**config.mk**
```make
export PLATFORM = sky130hd
export DESIGN_NAME = wptr_full_ctrl
export DESIGN_NICKNAME = d
export VERILOG_FILES = /design/src/rtl/pkg.sv /design/src/rtl/wptr_full_ctrl.sv
export SDC_FILE = /design/constraint.sdc
export NUM_CORES = 1
export LEC_CHECK = 0
export CAP_MARGIN = 20
export CORE_MARGIN = 2
export CORE_UTILIZATION = 35
export DETAILED_ROUTE_END_ITERATION = 16
export RECOVER_POWER = 100
export SLEW_MARGIN = 10
export SYNTH_ARGS = -nofsm -noshare
export SYNTH_HDL_FRONTEND = slang
export SYNTH_SLANG_ARGS = --single-unit
```
**constraint.sdc**
```tcl
create_clock -name w_clk -period 9.9 [get_ports w_clk]
set_clock_uncertainty 0.2 [all_clocks]
set_input_delay 2.97 -clock w_clk [delete_from_list [all_inputs] [get_ports w_clk]]
set_output_delay 2.97 -clock w_clk [all_outputs]
set_load 0.1 [all_outputs]
```
**src/rtl/pkg.sv**
```systemverilog
// Shared FIFO configuration constants used by the write-side pointer logic.
package pkg;

  // log2 of the FIFO depth used when a block does not override it.
  localparam int FIFO_ADDR_WIDTH = 9;

endpackage

```
**src/rtl/wptr_full_ctrl.sv**
```systemverilog
// Write-domain pointer and full/occupancy control for an asynchronous FIFO.
// Keeps the binary and Gray write pointers, synchronizes the Gray read pointer
// through two flops, and produces full, occupancy and a sticky overflow flag.
// Optional feature: define WPTR_AFULL_EN to build the registered almost-full
// flag; without it f_afull is a constant 0 and no threshold logic exists.
module wptr_full_ctrl
  import pkg::*;
#(
  parameter int ADDR_WIDTH   = FIFO_ADDR_WIDTH,
  parameter int AFULL_THRESH = (2**ADDR_WIDTH) - 4
) (
  input  logic                  w_clk,
  input  logic                  wrst,
  input  logic                  w_en,
  input  logic [ADDR_WIDTH:0]   rptr_gray,
  output logic [ADDR_WIDTH:0]   wptr,
  output logic [ADDR_WIDTH:0]   wptr_gray,
  output logic                  f_full,
  output logic                  f_afull,
  output logic [ADDR_WIDTH:0]   w_count,
  output logic                  w_ovf
);

  localparam int PW = ADDR_WIDTH + 1;

  // Gray to binary: each binary bit is the XOR of all Gray bits at or above it.
  function automatic logic [PW-1:0] gray2bin(input logic [PW-1:0] g);
    logic [PW-1:0] b;
    b[PW-1] = g[PW-1];
    for (int i = PW - 2; i >= 0; i--) begin
      b[i] = b[i+1] ^ g[i];
    end
    return b;
  endfunction

  // Binary to Gray conversion of a pointer value.
  function automatic logic [PW-1:0] bin2gray(input logic [PW-1:0] b);
    return b ^ {1'b0, b[PW-1:1]};
  endfunction

  // Registered state
  logic [PW-1:0] wptr_r;
  logic [PW-1:0] wptr_gray_r;
  logic [PW-1:0] rsync1_r;
  logic [PW-1:0] rsync2_r;
  logic          f_full_r;
  logic [PW-1:0] w_count_r;
  logic          w_ovf_r;

  // Next-state values
  logic          accept_s;
  logic          drop_s;
  logic [PW-1:0] wbin_next_s;
  logic [PW-1:0] wgray_next_s;
  logic [PW-1:0] rgray_full_s;
  logic [PW-1:0] rbin_s;
  logic [PW-1:0] wcount_next_s;
  logic          wfull_next_s;
  logic          wovf_next_s;

  // Next pointer, full test against the synchronized read pointer, occupancy.
  always_comb begin
    accept_s      = w_en & ~f_full_r;
    drop_s        = w_en & f_full_r;
    wbin_next_s   = wptr_r + {{ADDR_WIDTH{1'b0}}, accept_s};
    wgray_next_s  = bin2gray(wbin_next_s);
    // Full means the writer is exactly one lap ahead: the top two Gray bits
    // differ from the reader's and the rest match.
    rgray_full_s  = {~rsync2_r[ADDR_WIDTH:ADDR_WIDTH-1], rsync2_r[ADDR_WIDTH-2:0]};
    wfull_next_s  = (wgray_next_s == rgray_full_s);
    rbin_s        = gray2bin(rsync2_r);
    wcount_next_s = wbin_next_s - rbin_s;
    wovf_next_s   = w_ovf_r | drop_s;
  end

  // Two-flop synchronizer for the read-domain Gray pointer.
  always_ff @(posedge w_clk or negedge wrst) begin
    if (!wrst) begin
      rsync1_r <= {PW{1'b0}};
      rsync2_r <= {PW{1'b0}};
    end else begin
      rsync1_r <= rptr_gray;
      rsync2_r <= rsync1_r;
    end
  end

  // Write pointers, full, occupancy and sticky overflow, all updated together.
  always_ff @(posedge w_clk or negedge wrst) begin
    if (!wrst) begin
      wptr_r      <= {PW{1'b0}};
      wptr_gray_r <= {PW{1'b0}};
      f_full_r    <= 1'b0;
      w_count_r   <= {PW{1'b0}};
      w_ovf_r     <= 1'b0;
    end else begin
      wptr_r      <= wbin_next_s;
      wptr_gray_r <= wgray_next_s;
      f_full_r    <= wfull_next_s;
      w_count_r   <= wcount_next_s;
      w_ovf_r     <= wovf_next_s;
    end
  end

`ifdef WPTR_AFULL_EN
  localparam logic [PW-1:0] AFULL_LEVEL = PW'(AFULL_THRESH);

  logic f_afull_r;
  logic afull_next_s;

  // Almost-full uses the same occupancy value that feeds w_count.
  always_comb begin
    afull_next_s = (wcount_next_s >= AFULL_LEVEL);
  end

  // Almost-full register, updated on the same edge as w_count.
  always_ff @(posedge w_clk or negedge wrst) begin
    if (!wrst) begin
      f_afull_r <= 1'b0;
    end else begin
      f_afull_r <= afull_next_s;
    end
  end

  assign f_afull = f_afull_r;
`else
  // Threshold is accepted but has no effect in this build; the port is constant.
  localparam logic AFULL_TIE = (AFULL_THRESH >= 0) ? 1'b0 : 1'b0;

  assign f_afull = AFULL_TIE;
`endif

  assign wptr      = wptr_r;
  assign wptr_gray = wptr_gray_r;
  assign f_full    = f_full_r;
  assign w_count   = w_count_r;
  assign w_ovf     = w_ovf_r;

endmodule

```
==> results of run 1 <==
## final cells by class
class                           instances  area [um^2]  share of cell area, %
Clock inverter                          2        35.03                  1.159
Timing Repair Buffer                   45        439.2                  14.53
Sequential cell                        51         1276                  42.22
Tap cell                               80        100.1                  3.311
Multi-Input combinational cell        128         1041                  34.44
Clock buffer                            6        82.58                  2.732
Inverter                               13        48.80                  1.614
## critical path, stage by stage
cell           delay, ns
dlygate4sd3_1       0.54
nor2b_1             0.14
ha_1                0.26
ha_1                0.34
xor2_1              0.43
ha_1                0.35
a21o_1              0.17
a21oi_1             0.20
o21ai_0             0.11
a21oi_1             0.23
o21ai_0             0.14
xor2_1              0.15
## logic make-up after synthesis
kind of cell,count (synthesis),synth area share [%]
AOI/OAI and AO/OA,30,8.221
xor gates and xnor gates,52,21.52
adders and majority gates,12,6.597
buffers and inverters,17,3.036
DFF,51,53.40
other,1,0.1569
and+or+nand+nor,33,7.068
## flip-flops by register name (all words and copies together), names as in the netlist
| signal | flops |
|---|---|
| rsync2_r | 10 |
| w_ovf | 1 |
| rsync1_r | 10 |
| wptr | 9 |
| wptr_gray | 10 |
| f_full | 1 |
| w_count | 10 |
## how the worst max path moves through the flow
stage	slack, ns	depth (start not counted)	to	start
final	3.85	12	w_count[8]	w_en
after global routing	3.62	12	w_count[8]	w_en
after CTS	3.92	12	w_count[8]	w_en
after detailed placement	3.60	12	w_count[8]	w_en
after global placement	3.70	12	w_count[8]	w_en
after floorplan	4.27	12	w_count[8]	w_en
## layout by cell type (no fill, tap or decap), types with 4 or more instances in the layout
cell and instances:
nand3_1 7, a31oi_1 4, nor3_1 5, a21o_1 5
dfrtp_1 51, ha_1 11, o21ai_0 4, clkbuf_8 6
xnor2_1 28, nor2_1 4, inv_1 13, xor2_2 4
xor2_1 18, nand2_1 6, a21oi_1 8, dlygate4sd3_1 43
## stage by stage
stage          setup WS (ns)  hold WS, ns  cells  util (%)  instance area (um^2)
2_1_floorplan          4.270       0.1312    196         -                  2390
3_3_place_gp           3.695       0.1327    317     43.54                  2909
3_5_place_dp           3.601       0.1347    317     43.54                  2909
4_1_cts                3.921       0.1575    325     45.30                  3027
5_1_grt                3.622       0.1628    325     45.24                  3023
6_report               3.852       0.1561    325     45.24                  3023
## routing by layer
metal  vias to the layer above  global-route usage, %  wire (um)
met3                         5                  2.667        140
li1                        743                      -          -
met5                         -                      0          0
met4                         0                  4.688         80
met2                        33                  20.21       2187
met1                       747                  17.44       2008
==> impl_metrics.env, run 1 <==
export IMPL_grt_pass1_vias=1516
export IMPL_rsz0062_at_grt="no"
export IMPL_tns_ns=0
export IMPL_hold_depth=0
export IMPL_fp_row_count=30
export IMPL_maxCapViolations=1
export IMPL_r2r_end="w_count[8]"
export IMPL_wire_per_inst_um=13.59
export IMPL_max_freq_ghz=0.1653
export IMPL_yosys_warnings=0
export IMPL_ys_seq_area_share_pct=53.40
export IMPL_grt_pass1_wl_um=7348
export IMPL_slew_headroom_pct=-81.40
export IMPL_final_max_slew_viol_count=52
export IMPL_min_from="rsync1_r[3]"
export IMPL_numCtsBuffers=5
export IMPL_cp_arrival_ns=6.04
export IMPL_violations="capacitance limit, slew limit"
export IMPL_netlist_area_um2=2390
export IMPL_rrSetupSlack_ns=5.82
export IMPL_hold_viol=0
export IMPL_drt_total_wl_um=4416
export IMPL_drtAntennaViolNets=0
export IMPL_cts_path_max_buffers=2
export IMPL_cts_setup_buffers=0
export IMPL_core_area_um2=6681
export IMPL_io_pins=46
export IMPL_die_w_um=86.63
export IMPL_synth_most_common_cell="dfrtp_1"
export IMPL_worst_r2r_startpoint="rsync2_r[7]"
export IMPL_yosysTopAreaCell="dfrtp_1"
export IMPL_crit_required_ns=9.89
export IMPL_grt_use_total_pct=12.80
export IMPL_fin_crit_sh_pct=61.09
export IMPL_r2r_cells=15
export IMPL_post_route_drc_count=0
export IMPL_cp_start_kind="primary input"
export IMPL_synth_top_area_share_pct=53.40
export IMPL_yosys_top_cells_count="dfrtp_1 (51), xnor2_1 (28), xor2_1 (18), inv_1 (13), ha_1 (11)"
export IMPL_drtIter0Drc=87
export IMPL_clk_latency_ns=0.30
export IMPL_grt_antenna_before_repair=0
export IMPL_synth_area_per_cell_um2=12.19
export IMPL_tightestPinTransition_ns=2.721
export IMPL_place_congestion=0.7919
export IMPL_status="complete, but fails checks"
export IMPL_ys_seq_elements=51
export IMPL_fin_nets=269
export IMPL_grt_max_degree=52
export IMPL_hpwl_um=3319
export IMPL_clkSinkCount=51
export IMPL_synth_edf_count=0
export IMPL_start_util_pct=35.77
export IMPL_setup_violations=0
export IMPL_firstDrtPassIters=4
export IMPL_synth_distinct_cells=37
export IMPL_overflow=0
export IMPL_hp_class="reg2reg"
export IMPL_htreeDepth=2
export IMPL_worst_setup_hold_path_clk_slew_ns=0.09
export IMPL_via_count=1528
export IMPL_worstSetupPathType="in2reg"
export IMPL_tritoncts="done"
export IMPL_cts_hold_buf=0
export IMPL_synthArstFlopShare_pct=100.0
export IMPL_min_period_ns=6.048
export IMPL_antenna_cells=0
export IMPL_fillers=647
export IMPL_fp_dieH_um=86.63
export IMPL_synthCells=196
export IMPL_synth_net_count=221
export IMPL_cp_max_fo=7
export IMPL_ctsRootBufferMaster="clkbuf_8"
export IMPL_synthFlopType="dfrtp_1"
export IMPL_synth_area_leaders="dfrtp_1 (53%), xnor2_1 (10%), xor2_1 (6.6%)"
export IMPL_via_per_inst=4.702
export IMPL_end_kind="register"
export IMPL_drive_gt1_share_pct=6.531
export IMPL_placement_io_buffers=44
export IMPL_cts_resized=0
export IMPL_fp_dieArea_um2=7505
export IMPL_syn2layout_area_growth_pct=26.49
export IMPL_min_to="rsync2_r[3]"
Power of run 1 is not shown: default switching activity piles up to over one toggle a cycle in this logic, so the estimate is an artifact.
==> run 2: changes to the inputs <==
clock period = 5.5 ns   (was 9.9 ns; I/O delays follow)
==> run 2 against run 1 <==
Effect of this change:
- the run still ends with capacitance limit, slew limit left
- sequential cell count is the same
- highest routed layer unchanged
- core utilization is the same
- worst setup slack lost 3.1 ns
- clock-buffer cell count is the same
- critical path type unchanged
- design area is the same
- critical endpoint unchanged
- global-route usage shrank 0.19 points
==> impl_metrics.env, run 2 (same netlist as run 1, synthesis figures left out) <==
export IMPL_status="complete, but fails checks"
export IMPL_violations="capacitance limit, slew limit"
export IMPL_post_route_cell_area_um2=3023
export IMPL_core_area_um2=6681
export IMPL_die_w_um=86.63
export IMPL_grt_pass1_wl_um=7279
export IMPL_htreeDepth=2
export IMPL_cts_resized=0
export IMPL_hold_depth=0
export IMPL_worstSetupPathType="in2reg"
export IMPL_place_area_um2=2909
export IMPL_fin_crit_sh_pct=85.97
export IMPL_worst_setup_hold_path_clk_slew_ns=0.09
export IMPL_crit_chain="dlygate4sd3_1 -> nor2b_1 -> ha_1 -> ha_1 -> xor2_1 -> ha_1 -> a21o_1 -> a21oi_1 -> o21ai_0 -> a21oi_1 -> o21ai_0 -> xor2_1"
export IMPL_drive_gt1_share_pct=6.531
export IMPL_hpwl_um=3284
export IMPL_dp_slack_ns=0.5250
export IMPL_layout_commonest_cell="dfrtp_1"
export IMPL_min_period_ns=4.728
export IMPL_crit_required_ns=5.50
export IMPL_setup_slack_ns=0.7716
export IMPL_firstDrtPassIters=4
export IMPL_final_max_slew_viol_count=52
export IMPL_cp_max_fo=7
export IMPL_rrSetupSlack_ns=1.41
export IMPL_crit_path_frequent_cell="ha_1"
export IMPL_post_route_drc_count=0
export IMPL_max_freq_ghz=0.2115
export IMPL_placement_io_buffers=44
export IMPL_cts_hold_buf=0
export IMPL_drtAntennaViolNets=0
export IMPL_maxCapViolations=1
export IMPL_worst_r2r_startpoint="rsync2_r[7]"
export IMPL_slowest_stage="dlygate4sd3_1"
export IMPL_final_cell_mix="dfrtp_1 (51), dlygate4sd3_1 (43), xnor2_1 (28)"
export IMPL_grt_pass1_vias=1522
export IMPL_wire_per_inst_um=13.64
export IMPL_cp_start_kind="primary input"
export IMPL_grt_use_total_pct=12.61
export IMPL_start_util_pct=35.77
export IMPL_numCtsBuffers=5
export IMPL_fp_dieArea_um2=7505
export IMPL_via_per_inst=4.763
export IMPL_fin_nets=269
export IMPL_hold_viol=0
export IMPL_setup_violations=0
export IMPL_clkSinkCount=51
export IMPL_cp_arrival_ns=4.73
export IMPL_tns_ns=0
export IMPL_slew_headroom_pct=-78.21
export IMPL_hp_class="reg2reg"
export IMPL_final_util_pct=45.24
export IMPL_cts_setup_buffers=0
export IMPL_r2r_cells=15
export IMPL_clk_latency_ns=0.31
export IMPL_tightestPinTransition_ns=2.673
export IMPL_antenna_cells=0
export IMPL_ctsRootBufferMaster="clkbuf_8"
export IMPL_critical_path_max_stage_delay_ns=0.54
export IMPL_fp_dieH_um=86.63
export IMPL_place_congestion=0.7919
export IMPL_grt_max_degree=52
export IMPL_tritoncts="done"
export IMPL_fp_row_count=30
export IMPL_cts_path_max_buffers=2
export IMPL_via_count=1548
export IMPL_min_from="rsync1_r[3]"
export IMPL_io_pins=46
export IMPL_min_to="rsync2_r[3]"
export IMPL_drt_total_wl_um=4433
export IMPL_r2r_end="w_count[8]"
export IMPL_drtIter0Drc=74
export IMPL_end_kind="register"
export IMPL_syn2layout_area_growth_pct=26.49
export IMPL_overflow=0
export IMPL_rsz0062_at_grt="no"
export IMPL_grt_antenna_before_repair=0
run 2: cell counts in the layout (fill, tap and decap cells not counted):
Identical to the previous run, type by type.
run 2: routing by layer:
metal	share of wire [%]	track usage, %	vias up	wire [um]
li1	-	-	749	-
met1	47	16.63	765	2062
met2	49	20.28	28	2163
met3	2.5	2.381	6	112
met4	2.1	5.540	0	93
met5	0	0	-	0
run 2: how the worst max path moves through the flow:
| stage | start | to | cells past startpoint | slack, ns |
|---|---|---|---|---|
| 2_1_floorplan | w_en | w_count[8] | 12 | 1.19 |
| 3_3_place_gp | w_en | w_count[8] | 12 | 0.62 |
| 3_5_place_dp | w_en | w_count[8] | 12 | 0.52 |
| 4_1_cts | w_en | w_count[8] | 12 | 0.85 |
| 5_1_grt | w_en | w_count[8] | 12 | 0.58 |
| 6_report | w_en | w_count[8] | 12 | 0.77 |
run 2: layout make-up:
class	instances	area [um^2]
Fill cell	638	3659
Clock buffer	6	82.58
Multi-Input combinational cell	128	1041
Sequential cell	51	1276
Clock inverter	2	35.03
Tap cell	80	100.1
Timing Repair Buffer	45	439.2
Inverter	13	48.80
run 2: through the flow:
stage | hold WS, ns | instances
floorplan | 0.1312 | 196
global placement | 0.1327 | 317
detailed placement | 0.1347 | 317
CTS | 0.1578 | 325
global route | 0.1629 | 325
finish | 0.1553 | 325
run 2: worst max-delay path, delay by kind of cell:
kind | cells | cell delay (ns)
adders and majority gates | 3 | 0.95
AOI/OAI and AO/OA | 5 | 0.86
xor gates and xnor gates | 2 | 0.59
buffers and inverters | 1 | 0.54
and+or+nand+nor | 1 | 0.14
Power of run 2 is left out for the same reason.
==> run 3: changes to the inputs <==
MAX_ROUTING_LAYER = met4   (was default)
SLEW_MARGIN = default   (was 10)
==> run 3 against run 2 <==
Effect of this change:
- the flow still finishes with violations (capacitance limit, slew limit)
- routed wire length about the same
- non-clock buffer count stayed put
- cell count unchanged
- clock-buffer cell count is the same
- highest routed layer unchanged
- critical endpoint unchanged
- design area is the same
- critical path type unchanged
- maximum frequency rose by 0.46%
- critical path depth unchanged
- core utilization is the same
- die area unchanged
- worst hold slack is essentially flat
==> impl_metrics.env, run 3 (same netlist as run 1, synthesis figures left out) <==
export IMPL_drt_total_wl_um=4436
export IMPL_fp_dieH_um=86.63
export IMPL_cts_hold_buf=0
export IMPL_setup_violations=0
export IMPL_fp_dieArea_um2=7505
export IMPL_clkSinkCount=51
export IMPL_hold_viol=0
export IMPL_start_util_pct=35.77
export IMPL_drtIter0Drc=46
export IMPL_min_period_ns=4.707
export IMPL_cp_max_fo=7
export IMPL_worst_setup_hold_path_clk_slew_ns=0.09
export IMPL_dp_slack_ns=0.5250
export IMPL_die_w_um=86.63
export IMPL_tritoncts="done"
export IMPL_firstDrtPassIters=4
export IMPL_dp_cells=317
export IMPL_cts_setup_buffers=0
export IMPL_crit_required_ns=5.50
export IMPL_placement_io_buffers=44
export IMPL_grt_pass1_vias=1526
export IMPL_cp_start_kind="primary input"
export IMPL_ctsRootBufferMaster="clkbuf_8"
export IMPL_slew_headroom_pct=-77.97
export IMPL_grt_max_degree=52
export IMPL_fp_row_count=30
export IMPL_overflow=0
export IMPL_post_route_drc_count=0
export IMPL_hpwl_um=3284
export IMPL_io_pins=46
export IMPL_final_util_pct=45.24
export IMPL_grt_use_total_pct=12.99
export IMPL_htreeDepth=2
export IMPL_hp_class="reg2reg"
export IMPL_violations="capacitance limit, slew limit"
export IMPL_end_kind="register"
export IMPL_cts_path_max_buffers=2
export IMPL_grt_antenna_before_repair=0
export IMPL_antenna_cells=0
export IMPL_final_max_slew_viol_count=52
export IMPL_tns_ns=0
export IMPL_setup_slack_ns=0.7935
export IMPL_max_freq_ghz=0.2125
export IMPL_wire_per_inst_um=13.65
export IMPL_cp_arrival_ns=4.70
export IMPL_grt_pass1_wl_um=7279
export IMPL_stdcell_count=325
export IMPL_syn2layout_area_growth_pct=26.49
export IMPL_core_area_um2=6681
export IMPL_fin_crit_sh_pct=85.57
export IMPL_via_count=1534
export IMPL_rsz0062_at_grt="no"
export IMPL_place_congestion=0.8031
export IMPL_layout_commonest_cell="dfrtp_1"
export IMPL_via_per_inst=4.720
export IMPL_cts_resized=0
export IMPL_status="complete, but fails checks"
export IMPL_clk_latency_ns=0.31
export IMPL_final_cell_mix="dfrtp_1 (51), dlygate4sd3_1 (43), xnor2_1 (28)"
export IMPL_drive_gt1_share_pct=6.531
export IMPL_tightestPinTransition_ns=2.670
export IMPL_fin_nets=269
export IMPL_worstSetupPathType="in2reg"
export IMPL_maxCapViolations=1
export IMPL_drtAntennaViolNets=0
export IMPL_numCtsBuffers=5
run 3: cell counts in the layout (fill, tap and decap cells not counted):
No cell type changed its count.
run 3: per-layer routing:
layer / GRT usage (%) / part of all wire (%) / up-vias
li1: - / - / 746
met1: 16.69 / 46 / 745
met2: 20.21 / 48 / 36
met3: 2.381 / 3.7 / 7
met4: 5.540 / 1.9 / 0
met5: - / 0 / -
run 3: path summary, 6_finish.rpt:
check | slack [ns] | cells after the start | start | end
setup / recovery | 0.79 | 12 | w_en | w_count[8]
hold / removal | 0.16 | 0 | rsync1_r[3] | rsync2_r[3]
setup reg to reg | 1.45 | 15 | rsync2_r[7] | w_count[8]
hold reg to reg | 0.16 | 0 | rsync1_r[3] | rsync2_r[3]
max in group asynchronous | 1.52 | 2 | wrst | wptr[2]
min in group asynchronous | 2.08 | 2 | wrst | wptr_gray[7]
run 3: critical path, stage by stage:
cell           delay [ns]
dlygate4sd3_1        0.54
nor2b_1              0.14
ha_1                 0.26
ha_1                 0.34
xor2_1               0.43
ha_1                 0.35
a21o_1               0.17
a21oi_1              0.20
o21ai_0              0.10
a21oi_1              0.22
o21ai_0              0.14
xor2_1               0.15
run 3: per-stage QoR:
step                area (um^2)  hold slack, ns
finish                     3023          0.1555
global route               3023          0.1629
CTS                        3027          0.1578
detailed placement         2909          0.1347
global placement           2909          0.1327
floorplan                  2390          0.1312
run 3: cell type report:
type / instances / area, um^2
well taps: 80 / 100.1
clock buffers: 6 / 82.58
inverters: 13 / 48.80
repair buffers: 45 / 439.2
flip-flops and latches: 51 / 1276
multi-input cells: 128 / 1041
clock inverters: 2 / 35.03
fillers: 638 / 3659
Power of run 3 is left out for the same reason.
